## src/rtl/qspi_read_master.sv

```systemverilog
// qspi_read_master: burst-read master for SPI/QSPI NOR flash.
// Issues READ (0x03), FAST_READ (0x0B) or Quad Output Fast Read (0x6B),
// then streams the received bytes out with a one-cycle valid strobe.
// spi_sck runs at qspi_clk/2 (mode 0): one low cycle, then one high cycle.
// Optional build macro: QSPI_QUAD_EN enables the quad (0x6B) datapath.
module qspi_read_master #(
  parameter int ADDR_W    = 24,
  parameter int DUMMY_CYC = 8,
  parameter int BL_W      = 4
) (
  input  logic              qspi_clk,
  input  logic              rst_n,
  input  logic              req,
  input  logic [ADDR_W-1:0] req_addr,
  input  logic [BL_W-1:0]   req_len,
  input  logic              req_fast,
  input  logic              req_quad,
  output logic              ack,
  output logic              busy,
  output logic              done,
  output logic [7:0]        rd_data,
  output logic              rd_valid,
  output logic              spi_sck,
  output logic              spi_csn,
  output logic [3:0]        io_out,
  output logic [3:0]        io_oe,
  input  logic [3:0]        io_in
);

  typedef enum logic [2:0] {IDLE, SETUP, CMD, ADDR, DUMMY, DATA, HOLD} state_t;

  localparam int CW = 6;  // wide enough for ADDR_W-1 (31) and DUMMY_CYC-1 (14)

  state_t            state_q, state_d;
  logic              sck_q, sck_d;
  logic              csn_q, csn_d;
  logic              done_q, done_d;
  logic              rd_valid_q, rd_valid_d;
  logic              hold_q, hold_d;
  logic              fast_q, fast_d;
  logic              quad_q;
  logic [CW-1:0]     bit_q, bit_d;
  logic [BL_W-1:0]   byte_q, byte_d;
  logic [BL_W-1:0]   len_q, len_d;
  logic [ADDR_W-1:0] addr_q, addr_d;
  logic [ADDR_W-1:0] tx_q, tx_d;
  logic [7:0]        rx_q, rx_d;
  logic [7:0]        rd_data_q, rd_data_d;

  logic [7:0]        rx_sampled;
  logic [CW-1:0]     last_data_bit;
  logic [7:0]        cmd_byte;
  logic              dummy_en;

`ifdef QSPI_QUAD_EN
  logic quad_d;

  // Quad mode flag, captured with the request
  always_ff @(posedge qspi_clk or negedge rst_n) begin
    if (!rst_n) quad_q <= 1'b0;
    else        quad_q <= quad_d;
  end

  assign rx_sampled    = quad_q ? {rx_q[3:0], io_in} : {rx_q[6:0], io_in[1]};
  assign last_data_bit = quad_q ? CW'(1) : CW'(7);
  assign cmd_byte      = req_quad ? 8'h6B : (req_fast ? 8'h0B : 8'h03);
`else
  logic unused_in;

  assign quad_q        = 1'b0;
  assign unused_in     = ^{req_quad, io_in[3:2], io_in[0]};
  assign rx_sampled    = {rx_q[6:0], io_in[1]};
  assign last_data_bit = CW'(7);
  assign cmd_byte      = req_fast ? 8'h0B : 8'h03;
`endif

  assign dummy_en = (fast_q || quad_q) && (DUMMY_CYC != 0);

  // ack is only combinational in IDLE; gated by rst_n so it stays low in reset
  assign ack      = (state_q == IDLE) && req && rst_n;
  assign busy     = ack || (state_q != IDLE);
  assign done     = done_q;
  assign rd_data  = rd_data_q;
  assign rd_valid = rd_valid_q;
  assign spi_sck  = sck_q;
  assign spi_csn  = csn_q;

  // State and datapath registers
  always_ff @(posedge qspi_clk or negedge rst_n) begin
    if (!rst_n) begin
      state_q    <= IDLE;
      sck_q      <= 1'b0;
      csn_q      <= 1'b1;
      done_q     <= 1'b0;
      rd_valid_q <= 1'b0;
      hold_q     <= 1'b0;
      fast_q     <= 1'b0;
      bit_q      <= '0;
      byte_q     <= '0;
      len_q      <= '0;
      addr_q     <= '0;
      tx_q       <= '0;
      rx_q       <= '0;
      rd_data_q  <= '0;
    end else begin
      state_q    <= state_d;
      sck_q      <= sck_d;
      csn_q      <= csn_d;
      done_q     <= done_d;
      rd_valid_q <= rd_valid_d;
      hold_q     <= hold_d;
      fast_q     <= fast_d;
      bit_q      <= bit_d;
      byte_q     <= byte_d;
      len_q      <= len_d;
      addr_q     <= addr_d;
      tx_q       <= tx_d;
      rx_q       <= rx_d;
      rd_data_q  <= rd_data_d;
    end
  end

  // Next-state: sck rises on the sampling step, falls on the shift/advance step
  always_comb begin
    state_d    = state_q;
    sck_d      = sck_q;
    csn_d      = csn_q;
    done_d     = 1'b0;
    rd_valid_d = 1'b0;
    hold_d     = hold_q;
    fast_d     = fast_q;
    bit_d      = bit_q;
    byte_d     = byte_q;
    len_d      = len_q;
    addr_d     = addr_q;
    tx_d       = tx_q;
    rx_d       = rx_q;
    rd_data_d  = rd_data_q;
`ifdef QSPI_QUAD_EN
    quad_d     = quad_q;
`endif
    case (state_q)
      IDLE: begin
        if (req) begin
          state_d = SETUP;
          csn_d   = 1'b0;
          addr_d  = req_addr;
          len_d   = req_len;
          fast_d  = req_fast;
`ifdef QSPI_QUAD_EN
          quad_d  = req_quad;
`endif
          tx_d    = ADDR_W'(cmd_byte) << (ADDR_W - 8);
          bit_d   = '0;
          byte_d  = '0;
          hold_d  = 1'b0;
        end
      end
      SETUP: state_d = CMD;
      CMD, ADDR, DUMMY, DATA: begin
        if (!sck_q) begin
          sck_d = 1'b1;
          if (state_q == DATA) rx_d = rx_sampled;
        end else begin
          sck_d = 1'b0;
          bit_d = bit_q + 1'b1;
          tx_d  = tx_q << 1;
          if (state_q == CMD) begin
            if (bit_q == CW'(7)) begin
              state_d = ADDR;
              bit_d   = '0;
              tx_d    = addr_q;
            end
          end else if (state_q == ADDR) begin
            if (bit_q == CW'(ADDR_W - 1)) begin
              state_d = dummy_en ? DUMMY : DATA;
              bit_d   = '0;
            end
          end else if (state_q == DUMMY) begin
            if (bit_q == CW'(DUMMY_CYC - 1)) begin
              state_d = DATA;
              bit_d   = '0;
            end
          end else begin
            if (bit_q == last_data_bit) begin
              bit_d      = '0;
              rd_valid_d = 1'b1;
              rd_data_d  = rx_q;
              byte_d     = byte_q + 1'b1;
              if (byte_q == len_q) state_d = HOLD;
            end
          end
        end
      end
      HOLD: begin
        if (!hold_q) begin
          csn_d  = 1'b1;
          hold_d = 1'b1;
        end else if (!done_q) begin
          done_d = 1'b1;
        end else begin
          state_d = IDLE;
          hold_d  = 1'b0;
        end
      end
      default: state_d = IDLE;
    endcase
  end

  // Pad drive: DI carries cmd/addr, WP#/HOLD# parked high unless quad releases them
  always_comb begin
    io_out = 4'b1100;
    io_oe  = 4'b1101;
    if (state_q == SETUP || state_q == CMD || state_q == ADDR) io_out[0] = tx_q[ADDR_W-1];
    if (state_q == DUMMY) begin
      io_oe[0] = 1'b0;
      if (quad_q) io_oe[3:2] = 2'b00;
    end
    if (state_q == DATA && quad_q) io_oe = 4'b0000;
  end

endmodule

```

## config.mk

```make
export PLATFORM = sky130hd
export DESIGN_NAME = qspi_read_master
export DESIGN_NICKNAME = d
export VERILOG_FILES = /design/src/rtl/qspi_read_master.sv
export SDC_FILE = /design/constraint.sdc
export NUM_CORES = 1
export LEC_CHECK = 0
export BUFFER_PORTS_ARGS = -buffer_cell sky130_fd_sc_hd__buf_4
export CAP_MARGIN = 25
export CORE_MARGIN = 2
export CORE_UTILIZATION = 63
export CTS_BUF_LIST = sky130_fd_sc_hd__clkbuf_8
export DETAILED_ROUTE_END_ITERATION = 7
export GPL_ROUTABILITY_DRIVEN = 0
export PLACE_DENSITY = 0.94
export SLEW_MARGIN = 20
export SYNTH_ARGS = -nofsm -noshare
export SYNTH_HDL_FRONTEND = slang
export SYNTH_SLANG_ARGS = --single-unit
```

## constraint.sdc

```tcl
create_clock -name qspi_clk -period 4.4 [get_ports qspi_clk]
set_input_delay 0.44 -clock qspi_clk [delete_from_list [all_inputs] [get_ports qspi_clk]]
set_output_delay 0.44 -clock qspi_clk [all_outputs]
set_load 0.02 [all_outputs]
```

==> reports/summary.txt, run 1 <==
Sw Pwr: 1.072 mW
Internal power: 1.919 mW
Core area: 6241 um2
Worst EP required: 4.64 ns
Fillcell total: 380
Net count, final: 433
H-tree depth: 3
Async SR Flop Fraction: 100.0%
Worst setup path startpoint: state_q[2]$_DFFE_PN0P_
Power share of the combinational group: 33.4%
Clock network fraction of design power: 21.7%
Total global-route track usage: 25.23%
Ys Warns: 0
R2R Setup Slk: 1.77 ns
Largest net degree at the start of global routing: 64
Post-Layout Cell Count: 475
Synthesized cell area: 4005 um2
Layout cells sized above 1: 29.40%
Yosys cell types: 50
Register area share after synthesis: 54.39%
Fin util: 73.76%
Site row count: 29
Avg Synthesized Cell Area: 11.25 um2
Reg clk slew, reported paths: 0.09 ns
Worst hold path class: in2reg
Clock Sinks: 87
Clock root buffer: clkbuf_8
Reg2reg start: state_q[2]$_DFFE_PN0P_
Setup TNS: 0 ns
Synthesis-to-layout area growth: 14.93%
Iteration count of the initial detailed-routing pass: 5
Crit share post-route: 59.86%
CP bufs+invs: 0
DP HPWL: 5224 um
Worst skew pair latency: 0.35 ns
Worst setup SP type: flip-flop
EDFF count, synth: 0
Commonest non-fill, non-tap cell in the layout: dfrtp_1
#FFs+latches synth: 87
Critical path depth in cells: 4
Clk_skew: 0.008011 ns
Crit path cell chain: xor2_1 -> a21o_1 -> o211ai_1 -> o22a_1
Slew headroom: 35.80%
Synth Flop Type: dfrtp_1
Total wire length: 8258 um
Slew @ Worst Pin: 0.9630 ns
Slowest cell on crit path: dfrtp_1
CP Capture Type: flip-flop
WL per Instance: 17.39 um
Reg-to-Reg End: tx_q[19]$_DFFE_PN0P_
Cell depth of the worst flop-to-flop path: 4
Die height: 83.73 um
Crit path kind: reg2reg
Worst setup endpoint: tx_q[19]$_DFFE_PN0P_
Final setup viols: 0
Status: completed
Initial antenna violation count: 0
Grt ovf: 0
Pleak: 2.047 nW
Post-CTS sizing: 0
Worst VDD drop: 0.3880 mV
Slew Viols, Final: 0
Cells after synthesis: 356
Fmax: 379.7 MHz
Number of port buffers: 48
First-pass GRT wire length: 14030 um
Hold Vio Cnt, Final: 0
RSZ-0062 raised after global routing: no
Top Ports: 59
Vias: 2981
Final min period: 2.634 ns
Part of the power in registers: 45.0%
Cell Pwr Density: 649.7 nW/um2
PnR Total Power: 2.991 mW
Switching share of power: 35.84%
Hold_ws: 0.3187 ns
Dpl cells: 459
Die Wd: 83.73 um
Vias in the first global route: 2902
Worst path max stage delay: 0.89 ns
DRC: 0
Diode count: 0
Area of the die: 7011 um2
MaxCap Viol Count: 0
Iter 0 DRT Violations: 343
Crit path arrival time: 2.87 ns
Most frequent cells in the layout: dfrtp_1 (86), nor2_1 (52), buf_4 (51), mux2_2 (44), a221oi_1 (23)
CTS tree: yes
Routed Antenna Nets: 0
TritonCTS buffer count: 9
CP delay by family, top: compound AO/OA/AOI/OAI gates
Clock Tree Buf Depth: 2
Via-per-instance ratio: 6.276
Initial Utilization: 64.17%
Worst-path fanout max: 30
## power groups by stage
stage	logic [mW]	registers [mW]	clock network, mW
4_1_cts	0.985	1.34	0.655
2_1_floorplan	0.835	1.23	0
3_5_place_dp	0.967	1.34	0
3_3_place_gp	0.907	1.32	0
5_1_grt	1.11	1.38	0.682
6_report	0.998	1.34	0.648
## registers in the layout, indices dropped and copies added, names as in the netlist
signal and count:
addr_q 24, bit_q 6, byte_q 4, done 1
dummy_en 1, hold_q 1, len_q 4, rd_data 8
rd_valid 1, rx_q 8, spi_csn 1, spi_sck 1
state_q 3, tx_q 24
## synth_stat cells, drive strengths merged (2+ instances only)
master | instances | share of area [%]
a21o | 4 | 0.75
a21oi | 13 | 1.6
a221oi | 23 | 5.0
a31oi | 3 | 0.62
and2 | 3 | 0.47
buf | 26 | 3.7
clkbuf | 4 | 0.37
conb | 2 | 0.19
dfrtp | 86 | 54
ha | 2 | 0.62
inv | 9 | 0.84
mux2 | 44 | 12
nand2 | 17 | 1.6
nand2b | 4 | 0.62
nand3 | 10 | 1.2
nor2 | 53 | 5.0
nor2b | 3 | 0.47
nor3 | 2 | 0.25
nor4 | 3 | 0.84
o211ai | 4 | 0.75
o21ai | 8 | 1.0
o221ai | 2 | 0.44
o31ai | 2 | 0.37
xnor2 | 9 | 2.0
## timing repair
action / in CTS / in global routing
hold endpoints to repair: 24 / 0
setup buffers: 0 / 0
hold buffers: 1 / 0
## kinds of logic (layout without fill, tap and decap cells)
| group | count (synthesis) | count (layout) | share of synthesized area, % |
|---|---|---|---|
| AO/OA/AOI/OAI | 68 | 68 | 12.50 |
| XOR/XNOR | 10 | 10 | 2.187 |
| adder cells (fa/ha/maj) | 2 | 2 | 0.6247 |
| buffers and inverters | 39 | 77 | 4.936 |
| flip-flops | 87 | 87 | 54.39 |
| multiplexers | 45 | 45 | 12.62 |
| other | 2 | 6 | 0.1875 |
| AND/OR/NAND/NOR | 103 | 103 | 12.56 |
## per-stage QoR
stage | cell area, um2 | setup slack [ns]
5_1_grt | 4603 | 1.591
6_report | 4603 | 1.766
4_1_cts | 4594 | 1.802
2_1_floorplan | 4020 | 2.514
3_5_place_dp | 4350 | 1.876
3_3_place_gp | 4339 | 1.887
## layer usage
layer / track usage (%) / wire [um] / up-vias
li1: - / - / 1335
met1: 33.72 / 3338 / 1500
met2: 39.64 / 4168 / 121
met3: 5.440 / 471 / 25
met4: 12.17 / 280 / 0
met5: 0 / 0 / -
## worst min path at each step
stage	start	endpoint	cells past startpoint
after floorplan	rst_n	addr_q[0]$_DFFE_PN0N_	0
after global placement	rst_n	rd_valid$_DFF_PN0_	1
after detailed placement	rst_n	rd_valid$_DFF_PN0_	1
after CTS	req_addr[12]	addr_q[12]$_DFFE_PN0N_	2
after global routing	req_addr[21]	addr_q[21]$_DFFE_PN0N_	2
final	req_addr[12]	addr_q[12]$_DFFE_PN0N_	2
## cell type report
cell class | count | area, um2 | share of cell area (%)
clock buffers | 9 | 123.9 | 2.691
clock inverters | 6 | 110.1 | 2.392
flip-flops and latches | 87 | 2178 | 47.32
repair buffers | 53 | 404.1 | 8.780
multi-input cells | 234 | 1657 | 35.99
inverters | 9 | 33.78 | 0.7339
well taps | 77 | 96.34 | 2.093
No activity file was read; power rests on OpenSTA's default activity.
==> run 2: changes to the inputs <==
--- a/config.mk
+++ b/config.mk
@@ -8,11 +8,11 @@
 export BUFFER_PORTS_ARGS = -buffer_cell sky130_fd_sc_hd__buf_4
 export CAP_MARGIN = 25
 export CORE_MARGIN = 2
-export CORE_UTILIZATION = 63
+export CORE_UTILIZATION = 59
 export CTS_BUF_LIST = sky130_fd_sc_hd__clkbuf_8
 export DETAILED_ROUTE_END_ITERATION = 7
 export GPL_ROUTABILITY_DRIVEN = 0
-export PLACE_DENSITY = 0.94
+export PLACE_DENSITY = 0.89
 export SLEW_MARGIN = 20
 export SYNTH_ARGS = -nofsm -noshare
 export SYNTH_HDL_FRONTEND = slang
==> constraint.sdc (replaced) <==
create_clock -name qspi_clk -period 2.6 [get_ports qspi_clk]
set_input_delay 0.26 -clock qspi_clk [delete_from_list [all_inputs] [get_ports qspi_clk]]
set_output_delay 0.26 -clock qspi_clk [all_outputs]
set_load 0.02 [all_outputs]
==> reports/summary.txt, run 2 (synthesis gave the netlist of run 1 again) <==
Largest net degree at the start of global routing: 58
WL per Instance: 16.40 um
Diode count: 0
Worst skew pair latency: 0.35 ns
Biggest regs: addr_q (24), tx_q (24)
Initial antenna violation count: 0
CP dominant cell by count: buf_4
Slowest cell on crit path: dfrtp_1
Most frequent cells in the layout: dfrtp_1 (86), buf_4 (58), nor2_1 (52), mux2_2 (44), a221oi_1 (23)
Top Usage Layer GRT: met2
Post-CTS setup buffers: 0
Status: completed
Iteration count of the initial detailed-routing pass: 5
Cell depth of the worst flop-to-flop path: 4
Number of port buffers: 48
Met1 Use GR: 29.40%
Reg2reg start: state_q[2]$_DFFE_PN0P_
Hold_buf cts: 1
Setup TNS: 0 ns
Vias in the first global route: 2752
Worst path max stage delay: 0.61 ns
Net count, final: 439
Fmax: 417.8 MHz
CP bufs+invs: 2
Worst EP required: 2.34 ns
CTS tree: yes
Synthesis-to-layout area growth: 14.65%
Crit share post-route: 92.05%
Post-CTS sizing: 0
Vias: 2951
Worst setup SP type: flip-flop
Cell Pwr Density: 1051 nW/um2
Clk_skew: 0.008986 ns
Slew headroom: 53.17%
Worst-path fanout max: 25
Grt ovf: 0
Commonest non-fill, non-tap cell in the layout: dfrtp_1
Crit path kind: reg2out
Reg-to-Reg End: rx_q[3]$_DFFE_PN0P_
Die Wd: 86.39 um
Crit path cell chain: nor4b_4 -> buf_4 -> and2_1 -> buf_4
Post-DP Area: 4395 um2
Pleak: 2.050 nW
Worst setup endpoint: ack
Core area: 6681 um2
Die height: 86.39 um
Met3 GRT Util: 4.857%
Clock Tree Buf Depth: 2
Initial Utilization: 59.94%
Reg clk slew, reported paths: 0.09 ns
Top Ports: 59
Worst hold path class: in2reg
Slew @ Worst Pin: 0.7025 ns
First-pass GRT wire length: 12990 um
Iter 0 DRT Violations: 274
Layout Cell Area excl Fill: 4592 um2
TritonCTS buffer count: 9
Total global-route track usage: 22.27%
Crit path arrival time: 2.13 ns
Site row count: 30
H-tree depth: 3
Final setup viols: 0
Clock root buffer: clkbuf_8
Slew Viols, Final: 0
RSZ-0062 raised after global routing: no
DP HPWL: 5243 um
Routed Antenna Nets: 0
Final min period: 2.393 ns
Clock Sinks: 87
Worst VDD drop: 0.6246 mV
DRC: 0
MaxCap Viol Count: 0
Hold Vio Cnt, Final: 0
R2R Setup Slk: 0.54 ns
Via-per-instance ratio: 6.097
Worst setup path startpoint: state_q[1]$_DFFE_PN0P_
Met2 usage: 35.87%
Hold_ws: 0.1212 ns
CP Capture Type: output pin
Critical path depth in cells: 4
Total wire length: 7939 um
Layout cells sized above 1: 30.45%
Area of the die: 7463 um2
CP delay by family, top: simple AND/OR/NAND/NOR gates
==> run 2: cell count changes in the layout (fill, tap and decap cells not counted) <==
cell        previous run  this run
bufinv_16              3         1
a31oi_2                0         1
a31oi_4                1         0
buf_4                 51        58
clkinvlp_4             1         2
buf_6                  1         0
clkinv_2               0         1
==> run 2: through the flow <==
| stage | setup WS [ns] | utilization, % | instances | total power [mW] |
|---|---|---|---|---|
| floorplan | 0.8141 | - | 360 | 3.494 |
| global placement | 0.6765 | 65.79 | 468 | 3.795 |
| detailed placement | 0.5972 | 65.79 | 468 | 3.917 |
| CTS | 0.2316 | 68.73 | 484 | 4.825 |
| global route | 0.1363 | 68.73 | 484 | 5.137 |
| finish | 0.2067 | 68.73 | 484 | 4.826 |
==> run 2: where the power goes <==
| part | switching, mW | total, mW | internal [mW] |
|---|---|---|---|
| clock network | 0.466 | 0.903 | 0.437 |
| registers | 0.418 | 2.26 | 1.84 |
| logic | 0.872 | 1.66 | 0.788 |
==> run 2: worst min-delay path by stage <==
stage,startpoint,end,cells past startpoint
2_1_floorplan,rst_n,addr_q[0]$_DFFE_PN0N_,0
3_5_place_dp,rst_n,rd_data[1]$_DFFE_PN0P_,1
3_3_place_gp,rst_n,rd_data[1]$_DFFE_PN0P_,1
6_report,req_addr[16],addr_q[16]$_DFFE_PN0N_,3
5_1_grt,req_addr[16],addr_q[16]$_DFFE_PN0N_,3
4_1_cts,req_addr[16],addr_q[16]$_DFFE_PN0N_,3
==> run 2: metal layers <==
layer  share of wire (%)  wire [um]  vias up
li1                    -          -     1353
met1                  43       3384     1478
met2                  50       3988      100
met3                 4.6        363       20
met4                 2.5        202        0
met5                   0          0        -
==> run 2: area by class of cell <==
cell class                      instances  area [um2]
Clock buffer                            9       123.9
Clock inverter                          6       62.56
Fill cell                             474        2090
Inverter                                9       33.78
Multi-Input combinational cell        234        1648
Sequential cell                        87        2178
Tap cell                               80       100.1
Timing Repair Buffer                   59       445.4
==> run 2: worst register-to-register path, cell delays in order, from the launching register on <==
cell	delay, ns
dfrtp_1	0.64
buf_4	0.28
nand3b_1	0.22
nor2_2	0.42
mux2_2	0.39
==> run 3: changes to the inputs <==
--- a/config.mk
+++ b/config.mk
@@ -5,14 +5,14 @@
 export SDC_FILE = /design/constraint.sdc
 export NUM_CORES = 1
 export LEC_CHECK = 0
-export BUFFER_PORTS_ARGS = -buffer_cell sky130_fd_sc_hd__buf_4
 export CAP_MARGIN = 25
 export CORE_MARGIN = 2
-export CORE_UTILIZATION = 59
+export CORE_UTILIZATION = 63
 export CTS_BUF_LIST = sky130_fd_sc_hd__clkbuf_8
 export DETAILED_ROUTE_END_ITERATION = 7
+export DONT_BUFFER_PORTS = 1
 export GPL_ROUTABILITY_DRIVEN = 0
-export PLACE_DENSITY = 0.89
+export PLACE_DENSITY = 0.86
 export SLEW_MARGIN = 20
 export SYNTH_ARGS = -nofsm -noshare
 export SYNTH_HDL_FRONTEND = slang
==> reports/summary.txt, run 3 (synthesis gave the netlist of run 1 again) <==
Status: completed
Initial antenna violation count: 0
Crit path cell chain: nor4b_4 -> buf_4 -> and2_1
MaxCap Viol Count: 0
Post-CTS sizing: 0
CP Capture Type: output pin
Pleak: 1.829 nW
Worst setup SP type: flip-flop
Core area: 6241 um2
Final min period: 2.260 ns
Die Wd: 83.73 um
First-pass GRT wire length: 13190 um
Hold Vio Cnt, Final: 0
CP delay by family, top: simple AND/OR/NAND/NOR gates
Slew Viols, Final: 0
Vias: 2700
Diode count: 0
Biggest regs: addr_q (24), tx_q (24)
DP HPWL: 4898 um
DRC: 0
Clock root buffer: clkbuf_8
Fmax: 442.5 MHz
Most frequent cells in the layout: dfrtp_1 (86), nor2_1 (52), mux2_2 (44), a221oi_1 (23), nand2_1 (17)
Top Ports: 59
CP bufs+invs: 1
Fin util: 68.22%
Clk_skew: 0.01026 ns
Via-per-instance ratio: 6.221
Net count, final: 391
Cell Pwr Density: 1123 nW/um2
Post-Layout Cell Count: 434
Die height: 83.73 um
Crit path arrival time: 2.00 ns
Clock Tree Buf Depth: 2
Final setup viols: 0
Largest net degree at the start of global routing: 88
Number of port buffers: 0
WL per Instance: 17.63 um
Initial Utilization: 64.17%
Total global-route track usage: 23.77%
Slowest cell on crit path: dfrtp_1
Area of the die: 7011 um2
Layout cells sized above 1: 21.29%
Worst hold path class: in2reg
Crit share post-route: 86.91%
Worst path max stage delay: 0.51 ns
Clock Sinks: 87
Reg clk slew, reported paths: 0.09 ns
Slew headroom: 54.91%
Synthesis-to-layout area growth: 6.310%
Crit path kind: reg2out
Fillcell total: 457
Iteration count of the initial detailed-routing pass: 4
RSZ-0062 raised after global routing: no
Hold_ws: 0.03216 ns
Total wire length: 7650 um
Grt ovf: 0
Worst VDD drop: 0.6921 mV
TritonCTS buffer count: 9
Worst-path fanout max: 35
Iter 0 DRT Violations: 294
Slew @ Worst Pin: 0.6764 ns
H-tree depth: 3
Worst EP required: 2.34 ns
Dpl cells: 416
Routed Antenna Nets: 0
Commonest non-fill, non-tap cell in the layout: dfrtp_1
Site row count: 29
Setup TNS: 0 ns
Vias in the first global route: 2685
Worst skew pair latency: 0.36 ns
CTS tree: yes
-- run 3: path summary, 6_finish.rpt --
| path | end | slack, ns | cells past startpoint | startpoint |
|---|---|---|---|---|
| max in group asynchronous | tx_q[13]$_DFFE_PN0P_ | 1.81 | 2 | rst_n |
| min in group asynchronous | bit_q[4]$_DFFE_PN0P_ | 0.44 | 2 | rst_n |
| setup reg to reg | tx_q[17]$_DFFE_PN0P_ | 0.43 | 6 | bit_q[0]$_DFFE_PN0P_ |
| hold reg to reg | tx_q[16]$_DFFE_PN0P_ | 0.49 | 1 | tx_q[16]$_DFFE_PN0P_ |
| hold / removal | addr_q[16]$_DFFE_PN0N_ | 0.03 | 2 | req_addr[16] |
| setup / recovery | ack | 0.34 | 3 | state_q[1]$_DFFE_PN0P_ |
-- run 3: area by class of cell --
class	instances	area (um2)	area share [%]
clock buffers	9	123.9	2.909
clock inverters	7	72.57	1.704
inverters	9	33.78	0.7934
multi-input cells	234	1648	38.70
flip-flops and latches	87	2178	51.16
well taps	77	96.34	2.263
repair buffers	11	105.1	2.468
-- run 3: stage by stage --
step	worst slack [ns]	area [um2]	power (mW)
detailed placement	0.4522	4024	3.832
global placement	0.5629	4024	3.725
global route	0.2380	4258	5.155
floorplan	0.8141	4020	3.494
CTS	0.3412	4258	4.795
finish	0.3403	4258	4.782
-- run 3: routing by layer --
| metal | GRT usage [%] | part of all wire (%) | up-vias | wire length [um] |
|---|---|---|---|---|
| met4 | 8.504 | 1.6 | 0 | 126 |
| li1 | - | - | 1251 | - |
| met5 | 0 | 0 | - | 0 |
| met1 | 34.24 | 44 | 1350 | 3362 |
| met2 | 35.27 | 49 | 86 | 3725 |
| met3 | 6.330 | 5.7 | 13 | 435 |
-- run 3: where the power goes --
part | internal (mW) | total (mW) | leakage (nW) | switching, mW
clock | 0.446 | 0.941 | 0.101 | 0.495
sequential | 1.84 | 2.21 | 1.06 | 0.368
combinational | 0.747 | 1.63 | 0.668 | 0.883
total | 3.04 | 4.78 | 1.83 | 1.75
-- run 3: timing repair --
action,in CTS,in global routing
hold endpoints to repair,87,0
hold buffers,2,0
buffers inserted,0,0
